$ cat src/rtl/axi_lite_master.sv
// axi_lite_master: single-outstanding AXI4-Lite initiator.
// Turns a simple command/response handshake into one AXI4-Lite read or
// write at a time. Every AXI and response output is driven from a flop.
// Next-state and next-output values are computed together in one
// combinational block and captured in one register block.
module axi_lite_master #(
  parameter int AXI_ADDR_BW_p = 12,
  parameter int DATA_BW_p     = 32
) (
  input  logic                     clk,
  input  logic                     rst_n,
  // command / response side
  input  logic                     i_cmd_valid,
  input  logic                     i_cmd_write,
  input  logic [AXI_ADDR_BW_p-1:0] i_cmd_addr,
  input  logic [DATA_BW_p-1:0]     i_cmd_wdata,
  output logic                     o_cmd_ready,
  output logic                     o_rsp_valid,
  output logic [DATA_BW_p-1:0]     o_rsp_rdata,
  output logic [1:0]               o_rsp_resp,
  output logic                     o_rsp_write,
  input  logic                     i_rsp_ready,
  // AXI4-Lite write address / data / response
  output logic [AXI_ADDR_BW_p-1:0] o_axi_awaddr,
  output logic                     o_axi_awvalid,
  input  logic                     i_axi_awready,
  output logic [DATA_BW_p-1:0]     o_axi_wdata,
  output logic                     o_axi_wvalid,
  input  logic                     i_axi_wready,
  input  logic [1:0]               i_axi_bresp,
  input  logic                     i_axi_bvalid,
  output logic                     o_axi_bready,
  // AXI4-Lite read address / data
  output logic [AXI_ADDR_BW_p-1:0] o_axi_araddr,
  output logic                     o_axi_arvalid,
  input  logic                     i_axi_arready,
  input  logic [DATA_BW_p-1:0]     i_axi_rdata,
  input  logic [1:0]               i_axi_rresp,
  input  logic                     i_axi_rvalid,
  output logic                     o_axi_rready,
  output logic                     o_busy
);

  typedef enum logic [2:0] {
    ST_IDLE  = 3'd0,
    ST_WRITE = 3'd1,
    ST_WRESP = 3'd2,
    ST_READ  = 3'd3,
    ST_RDATA = 3'd4,
    ST_RSP   = 3'd5
  } state_t;

  state_t                   state_r, state_n;
  logic [AXI_ADDR_BW_p-1:0] awaddr_r, awaddr_n;
  logic [AXI_ADDR_BW_p-1:0] araddr_r, araddr_n;
  logic [DATA_BW_p-1:0]     wdata_r, wdata_n;
  logic                     awvalid_r, awvalid_n;
  logic                     wvalid_r, wvalid_n;
  logic                     aw_done_r, aw_done_n;
  logic                     w_done_r, w_done_n;
  logic                     bready_r, bready_n;
  logic                     arvalid_r, arvalid_n;
  logic                     rready_r, rready_n;
  logic                     cmd_ready_r, cmd_ready_n;
  logic                     rsp_valid_r, rsp_valid_n;
  logic [DATA_BW_p-1:0]     rsp_rdata_r, rsp_rdata_n;
  logic [1:0]               rsp_resp_r, rsp_resp_n;
  logic                     rsp_write_r, rsp_write_n;
  logic                     busy_r, busy_n;

  logic aw_hs_s;
  logic w_hs_s;
  logic b_hs_s;
  logic ar_hs_s;
  logic r_hs_s;

  assign aw_hs_s = awvalid_r & i_axi_awready;
  assign w_hs_s  = wvalid_r  & i_axi_wready;
  assign b_hs_s  = bready_r  & i_axi_bvalid;
  assign ar_hs_s = arvalid_r & i_axi_arready;
  assign r_hs_s  = rready_r  & i_axi_rvalid;

  // Next-state and next-output computation for the transaction FSM.
  always_comb begin
    state_n     = state_r;
    awaddr_n    = awaddr_r;
    araddr_n    = araddr_r;
    wdata_n     = wdata_r;
    awvalid_n   = awvalid_r;
    wvalid_n    = wvalid_r;
    aw_done_n   = aw_done_r;
    w_done_n    = w_done_r;
    bready_n    = bready_r;
    arvalid_n   = arvalid_r;
    rready_n    = rready_r;
    cmd_ready_n = cmd_ready_r;
    rsp_valid_n = rsp_valid_r;
    rsp_rdata_n = rsp_rdata_r;
    rsp_resp_n  = rsp_resp_r;
    rsp_write_n = rsp_write_r;

    case (state_r)
      ST_IDLE: begin
        if (i_cmd_valid) begin
          cmd_ready_n = 1'b0;
          if (i_cmd_write) begin
            awaddr_n  = i_cmd_addr;
            wdata_n   = i_cmd_wdata;
            awvalid_n = 1'b1;
            wvalid_n  = 1'b1;
            aw_done_n = 1'b0;
            w_done_n  = 1'b0;
            state_n   = ST_WRITE;
          end else begin
            araddr_n  = i_cmd_addr;
            arvalid_n = 1'b1;
            state_n   = ST_READ;
          end
        end else begin
          cmd_ready_n = 1'b1;
        end
      end

      ST_WRITE: begin
        // AW and W complete independently; each valid drops after its own handshake.
        aw_done_n = aw_done_r | aw_hs_s;
        w_done_n  = w_done_r  | w_hs_s;
        if (aw_hs_s) begin
          awvalid_n = 1'b0;
        end else begin
          awvalid_n = awvalid_r;
        end
        if (w_hs_s) begin
          wvalid_n = 1'b0;
        end else begin
          wvalid_n = wvalid_r;
        end
        // bready only after both channels are done, so an early bvalid is ignored.
        if (aw_done_n && w_done_n) begin
          bready_n = 1'b1;
          state_n  = ST_WRESP;
        end else begin
          bready_n = 1'b0;
        end
      end

      ST_WRESP: begin
        if (b_hs_s) begin
          bready_n    = 1'b0;
          rsp_resp_n  = i_axi_bresp;
          rsp_rdata_n = {DATA_BW_p{1'b0}};
          rsp_write_n = 1'b1;
          rsp_valid_n = 1'b1;
          state_n     = ST_RSP;
        end else begin
          bready_n = 1'b1;
        end
      end

      ST_READ: begin
        if (ar_hs_s) begin
          arvalid_n = 1'b0;
          rready_n  = 1'b1;
          state_n   = ST_RDATA;
        end else begin
          arvalid_n = 1'b1;
        end
      end

      ST_RDATA: begin
        if (r_hs_s) begin
          rready_n    = 1'b0;
          rsp_rdata_n = i_axi_rdata;
          rsp_resp_n  = i_axi_rresp;
          rsp_write_n = 1'b0;
          rsp_valid_n = 1'b1;
          state_n     = ST_RSP;
        end else begin
          rready_n = 1'b1;
        end
      end

      ST_RSP: begin
        // Response fields are held; a new command waits for this handshake.
        if (i_rsp_ready) begin
          rsp_valid_n = 1'b0;
          cmd_ready_n = 1'b1;
          state_n     = ST_IDLE;
        end else begin
          rsp_valid_n = 1'b1;
        end
      end

      default: begin
        // Unreachable encoding: drop every handshake and return to idle.
        awvalid_n   = 1'b0;
        wvalid_n    = 1'b0;
        bready_n    = 1'b0;
        arvalid_n   = 1'b0;
        rready_n    = 1'b0;
        rsp_valid_n = 1'b0;
        cmd_ready_n = 1'b1;
        state_n     = ST_IDLE;
      end
    endcase

    busy_n = (state_n != ST_IDLE);
  end

  // State and output registers; asynchronous reset drops every valid at once.
  always_ff @(posedge clk or negedge rst_n) begin
    if (!rst_n) begin
      state_r     <= ST_IDLE;
      awaddr_r    <= {AXI_ADDR_BW_p{1'b0}};
      araddr_r    <= {AXI_ADDR_BW_p{1'b0}};
      wdata_r     <= {DATA_BW_p{1'b0}};
      awvalid_r   <= 1'b0;
      wvalid_r    <= 1'b0;
      aw_done_r   <= 1'b0;
      w_done_r    <= 1'b0;
      bready_r    <= 1'b0;
      arvalid_r   <= 1'b0;
      rready_r    <= 1'b0;
      cmd_ready_r <= 1'b1;
      rsp_valid_r <= 1'b0;
      rsp_rdata_r <= {DATA_BW_p{1'b0}};
      rsp_resp_r  <= 2'b00;
      rsp_write_r <= 1'b0;
      busy_r      <= 1'b0;
    end else begin
      state_r     <= state_n;
      awaddr_r    <= awaddr_n;
      araddr_r    <= araddr_n;
      wdata_r     <= wdata_n;
      awvalid_r   <= awvalid_n;
      wvalid_r    <= wvalid_n;
      aw_done_r   <= aw_done_n;
      w_done_r    <= w_done_n;
      bready_r    <= bready_n;
      arvalid_r   <= arvalid_n;
      rready_r    <= rready_n;
      cmd_ready_r <= cmd_ready_n;
      rsp_valid_r <= rsp_valid_n;
      rsp_rdata_r <= rsp_rdata_n;
      rsp_resp_r  <= rsp_resp_n;
      rsp_write_r <= rsp_write_n;
      busy_r      <= busy_n;
    end
  end

  assign o_cmd_ready   = cmd_ready_r;
  assign o_rsp_valid   = rsp_valid_r;
  assign o_rsp_rdata   = rsp_rdata_r;
  assign o_rsp_resp    = rsp_resp_r;
  assign o_rsp_write   = rsp_write_r;
  assign o_axi_awaddr  = awaddr_r;
  assign o_axi_awvalid = awvalid_r;
  assign o_axi_wdata   = wdata_r;
  assign o_axi_wvalid  = wvalid_r;
  assign o_axi_bready  = bready_r;
  assign o_axi_araddr  = araddr_r;
  assign o_axi_arvalid = arvalid_r;
  assign o_axi_rready  = rready_r;
  assign o_busy        = busy_r;

endmodule

$ cat config.mk
export PLATFORM = sky130hd
export DESIGN_NAME = axi_lite_master
export DESIGN_NICKNAME = d
export VERILOG_FILES = /design/src/rtl/axi_lite_master.sv
export SDC_FILE = /design/constraint.sdc
export NUM_CORES = 1
export LEC_CHECK = 0
export BUFFER_PORTS_ARGS = -buffer_cell sky130_fd_sc_hd__buf_4
export CAP_MARGIN = 20
export CORE_ASPECT_RATIO = 1.5
export CORE_MARGIN = 4
export CORE_UTILIZATION = 35
export CTS_CLUSTER_DIAMETER = 60
export DETAILED_ROUTE_END_ITERATION = 16
export SLEW_MARGIN = 40
export SYNTH_ARGS = -nofsm -noshare
export SYNTH_HDL_FRONTEND = slang
export SYNTH_SLANG_ARGS = --single-unit
$ cat constraint.sdc
create_clock -name clk -period 1.7 [get_ports clk]
set_input_delay 0.34 -clock clk [delete_from_list [all_inputs] [get_ports clk]]
set_output_delay 0.34 -clock clk [all_outputs]
set_load 0.01 [all_outputs]
# Word level (Yosys, flattened, before mapping)
# Cells that the tools add are included.
# Widths: inputs -> output; s select.
# classes
n_addsub	0
multipliers	0
div	0
n_lt_le_gt_ge	0
n_eq_ne	14
n_shift	0
n_mux	43
bitwise_logic	13
n_reduce_logical	21
# ops
operator	count
$mux 32	2
$pmux 32 s2	1
$reduce_or 4->1	5
$mux 1	19
$mux 3	6
$ne 2x2->1 const B	9
$pmux 1 s3	6
$pmux 3 s6	1
$reduce_and 3->1	6
$reduce_and 4->1	2
$eq 3x2->1 const B	2
$eq 3x3->1 const B	2
$mux 2	3
$not 1->1	6
$pmux 1 s2	3
$and 1x1->1	5
$pmux 1 s4	1
$pmux 2 s2	1
$reduce_and 2->1	2
$reduce_bool 2->1	2
$eq 3x1->1 const B	1
$logic_not 3->1	1
$reduce_bool 3->1	1
$reduce_or 3->1	1
2 further kinds	3
# totals
reg_bits	104
latch_bits	0
ram_bits	0
rom_bits	0
inputBits	90
out_inout_bits	99
n_memories	0

# Depth between registers and ports, before layout
# depth
word_depth	6
mapped_depth	7
ltp_nobuf	6

# Worst setup path after synthesis
# OpenSTA, ideal clock, no wires.
# synth_path
path_kind	flip-flop to flip-flop
startpoint	register state_r[2]
endpoint	register araddr_r[0], in the netlist o_axi_araddr[0]
setup_time_ns	0.125
arrival_time_ns	1.570
path_slack_ns	0.006
path_stages_with_launch	6
n_path_buf	2
path_cell_list	dfrtp_1 -> buf_2 -> nor3_2 -> and3_1 -> buf_4 -> mux2_2
# synth_via
elab_chain_len	2
# synth_lines
item	line	text
start: declaration	53	state_t state_r, state_n;
start signal: assignment	231	state_r <= state_n;
$logic_not 3->1	102	case (state_r)
$reduce_and 3->1 (no source line)	-	
end signal: assignment	215	araddr_r <= {AXI_ADDR_BW_p{1'b0}};
end signal: assignment	233	araddr_r <= araddr_n;
end: declaration	55	logic [AXI_ADDR_BW_p-1:0] araddr_r, araddr_n;
# No other way between the ends.
# A chain may end at the register's enable or synchronous reset.

# Final worst setup path
# layout_path
startpoint	register state_r[2]
endpoint	register rsp_rdata_r[11], in the netlist o_rsp_rdata[11]
# layout_via
elab_chain_len	3
word_cells_on_any_way	7
cone_classes	eq/ne: 4; mux: 1; reduce/logical: 2
# layout_lines
item	line	text
$eq 3x3->1 / $eq 3x2->1 (equally long branches)	102	
$ne 2x2->1 (no source line) / $reduce_bool 2->1 (equally long branches)	-	
$reduce_and 3->1 (no source line)	-	
end signal: assignment	226	rsp_rdata_r <= {DATA_BW_p{1'b0}};
end signal: assignment	244	rsp_rdata_r <= rsp_rdata_n;
end: declaration	66	logic [DATA_BW_p-1:0] rsp_rdata_r, rsp_rdata_n;
# Several ways; a longest one is shown, not always the timed one.

==> impl_metrics.toml <==
[drt]
dr.pass1.iters = 5
antenna_left = 0
vias = 3891
average_wire_per_standard_cell_um = 15.8
drcViolationCount = 0
postRouteWirelength_mm = 13.0
drt_iter0_markers = 90
avgViaCountPerCell = 4.74

[setup_path]
arrival_ps = 1910
worst_setup_path_start_kind = "register"
critical_path.endpoint_type = "register"
crit_path_required_time_ps = 1950
setup.worst_path.class = "register to register"
worstPathMaxFanout = 9
reg2regPathDepth = 6

[global_routing]
gr-total-overflow = 0
grt_first_pass_wirelength_mm = 19.9
grtUsageTotal_pct = 17.1
grt_start_max_net_pins = 45
antenna_violations_before_repair = 0
grt_pass1_vias = 4122

[power_and_ir_drop]
power_per_cell_area_nw_per_um2 = 717
vdd.ir_drop.worst_mv = 0.502
power_leakage_nw = 3.60

[timing]
grt_setup_unrepaired = "yes"
worst_hold_slack_ps = 184
tightest_slew_ps = 394
finalCritPeriodShare_pct = 97.5
setup_viol = 0
fin_tns_setup_ps = 0
max_clock_freq_mhz = 603
final.setup_skew_ps = 8.63
timing.max_slew.rel_slack_pct = 73.7
hold_viol_final = 0
timing.final.max_slew_violations = 0
crit_path_time_final_ps = 1660

[clock_network]
cts_buffers = 9
max-clock-path-buffers = 2
cts.clk_slew.worst_paths_ps = 70
cts_tree = "built"
clock_latency_ps = 340
cts_max_level = 3
ctsRootBufferMaster = "sky130_fd_sc_hd__clkbuf_16"
clock-sinks = 104

[synthesis]
synthDistinctLibCells = 41
synth_top_cell_area_share_pct = 59.0
synth-edff-count = 0
synthMostInstantiatedCell = "sky130_fd_sc_hd__nand2_1"
synth_async_sr_flop_share_pct = 100
synth.area.top_cells = "sky130_fd_sc_hd__dfrtp_1 59%, sky130_fd_sc_hd__nand2_1 12%, sky130_fd_sc_hd__o21ai_0 4.4%"
synth-seq-area-share_pct = 59.6
syn-instance-count = 458
ys_ff_latch = 104
netlist_area_um2 = 4370
post_synth_most_frequent_cells = "142 x sky130_fd_sc_hd__nand2_1, 103 x sky130_fd_sc_hd__dfrtp_1, 38 x sky130_fd_sc_hd__o21ai_0"
synth_top_cell_by_area = "sky130_fd_sc_hd__dfrtp_1"
dominantRegCellSynth = "sky130_fd_sc_hd__dfrtp_1"
syn_area_per_cell_um2 = 9.53
mappedNetlistNets = 550
ys_warn_count = 0

[worst_hold_path]
worst_hold_path.num_cells = 3
worst_hold_path_type = "primary input to register"

[die]
floorplan_core_area_um2 = 12100
design.die.area_um2 = 14400
fp-row-count = 49
initial_core_util_pct = 36.2
die_y_extent_um = 145
floorplan.die.width_um = 99.2
number_of_primary_i_o_pins = 189

[job]
drv_cap = 0

[final_layout]
area_growth_syn_to_layout_pct = 53.0
layout-drive-gt1-share_pct = 41.2
diodes = 0
final_nets = 755

[outcome]
outcome = "complete, no violations"

[placement]
place.gp.congestion = 0.845
detailedPlacementHpwl_mm = 8.73
port-buffer-count = 188
cell usage in the layout, fill, tap and decap left out, drive strengths merged, types with 2 or more instances in the layout:
master,Yosys,final
a21o,2,2
a21oi,13,13
a31oi,4,4
and3,3,3
buf,19,216
clkbuf,8,15
clkinv,0,3
dfrtp,103,103
ha,2,2
inv,35,35
mux2,13,13
mux2i,2,2
nand2,142,142
nand3,36,36
nor2,10,10
nor2b,2,2
nor3,3,3
nor3b,2,2
o21ai,38,38
o21bai,2,2
o22ai,2,2
or3b,4,4
cells by family after synthesis:
family	share of synthesized area [%]
buffers and inverters	6.36
adders and majority gates	0.573
xor gates and xnor gates	0.201
DFF	59.6
muxes	3.81
and+or+nand+nor	20.6
AOI/OAI and AO/OA	8.83
through the flow:
step | setup slack, ps | power [mW] | instance area [um2] | std cells | util (%)
after global routing | -27.6 | 4.99 | 6680 | 821 | 55.3
after detailed placement | -7.00 | 2.76 | 6070 | 793 | 50.3
after CTS | 5.36 | 4.87 | 6470 | 813 | 53.6
final | 42.7 | 4.79 | 6680 | 821 | 55.3
after global placement | -8.33 | 2.76 | 6070 | 793 | 50.3
after floorplan | 5.64 | 2.53 | 4370 | 458 | -
path summary, 6_finish.rpt:
path	end	slack (ps)	from
max in group asynchronous	o_axi_wdata[16]	650	rst_n
worst max-delay path	o_rsp_rdata[11]	40	state_r[2]
worst max register to register	o_rsp_rdata[11]	40	state_r[2]
worst min register to register	o_axi_wdata[22]	480	o_axi_wdata[22]
worst min-delay path	o_axi_wdata[15]	180	i_cmd_wdata[15]
min in group asynchronous	o_rsp_rdata[17]	470	rst_n
flip-flops by register name, summed over array words and instances (netlist names):
register       flops
o_rsp_resp         2
aw_done_r          1
o_axi_bready       1
w_done_r           1
o_axi_awaddr      12
o_rsp_valid        1
o_axi_wvalid       1
o_axi_arvalid      1
o_rsp_rdata       32
o_axi_rready       1
o_axi_awvalid      1
o_rsp_write        1
o_cmd_ready        1
state_r            3
o_axi_wdata       32
o_axi_araddr      12
o_busy             1
where the power goes:
group	leakage (nW)	switching, mW	internal (mW)
registers	1.27	0	2.47
clock network	0.145	0.895	1.18
logic	2.19	0.0967	0.144
total	3.60	0.991	3.80
routing by layer:
metal  vias up  GRT usage, %  routed length (um)
met4         0          5.25                 198
met3        16          6.81                1320
met1      1810          20.5                5150
met5         -             0                   0
li1       1894             -                   -
met2       171          28.5                6310
layout make-up:
class / count / area [um2]
clock buffer: 11 / 243
multi-input combinational: 292 / 1570
timing repair buffer: 221 / 1880
inverter: 35 / 131
tap: 153 / 191
sequential: 104 / 2610
fill: 1060 / 5400
clock inverter: 5 / 56.3
critical path: stages, from the launching register on:
cell and delay (ps):
sky130_fd_sc_hd__dfrtp_2 450, sky130_fd_sc_hd__or3b_4 430, sky130_fd_sc_hd__o22ai_4 220, sky130_fd_sc_hd__buf_6 160, sky130_fd_sc_hd__buf_12 120, sky130_fd_sc_hd__nand3_1 80
sky130_fd_sc_hd__o21ai_1 100
repair_timing:
item	in CTS	in global routing
pin swaps	1	5
resized for setup	5	37
endpoints found under the setup margin	28	95
endpoints found under the hold margin	24	0
buffers inserted	1	4
hold buffers	1	0
gates cloned	2	4
No activity file was read; power rests on OpenSTA's default activity.
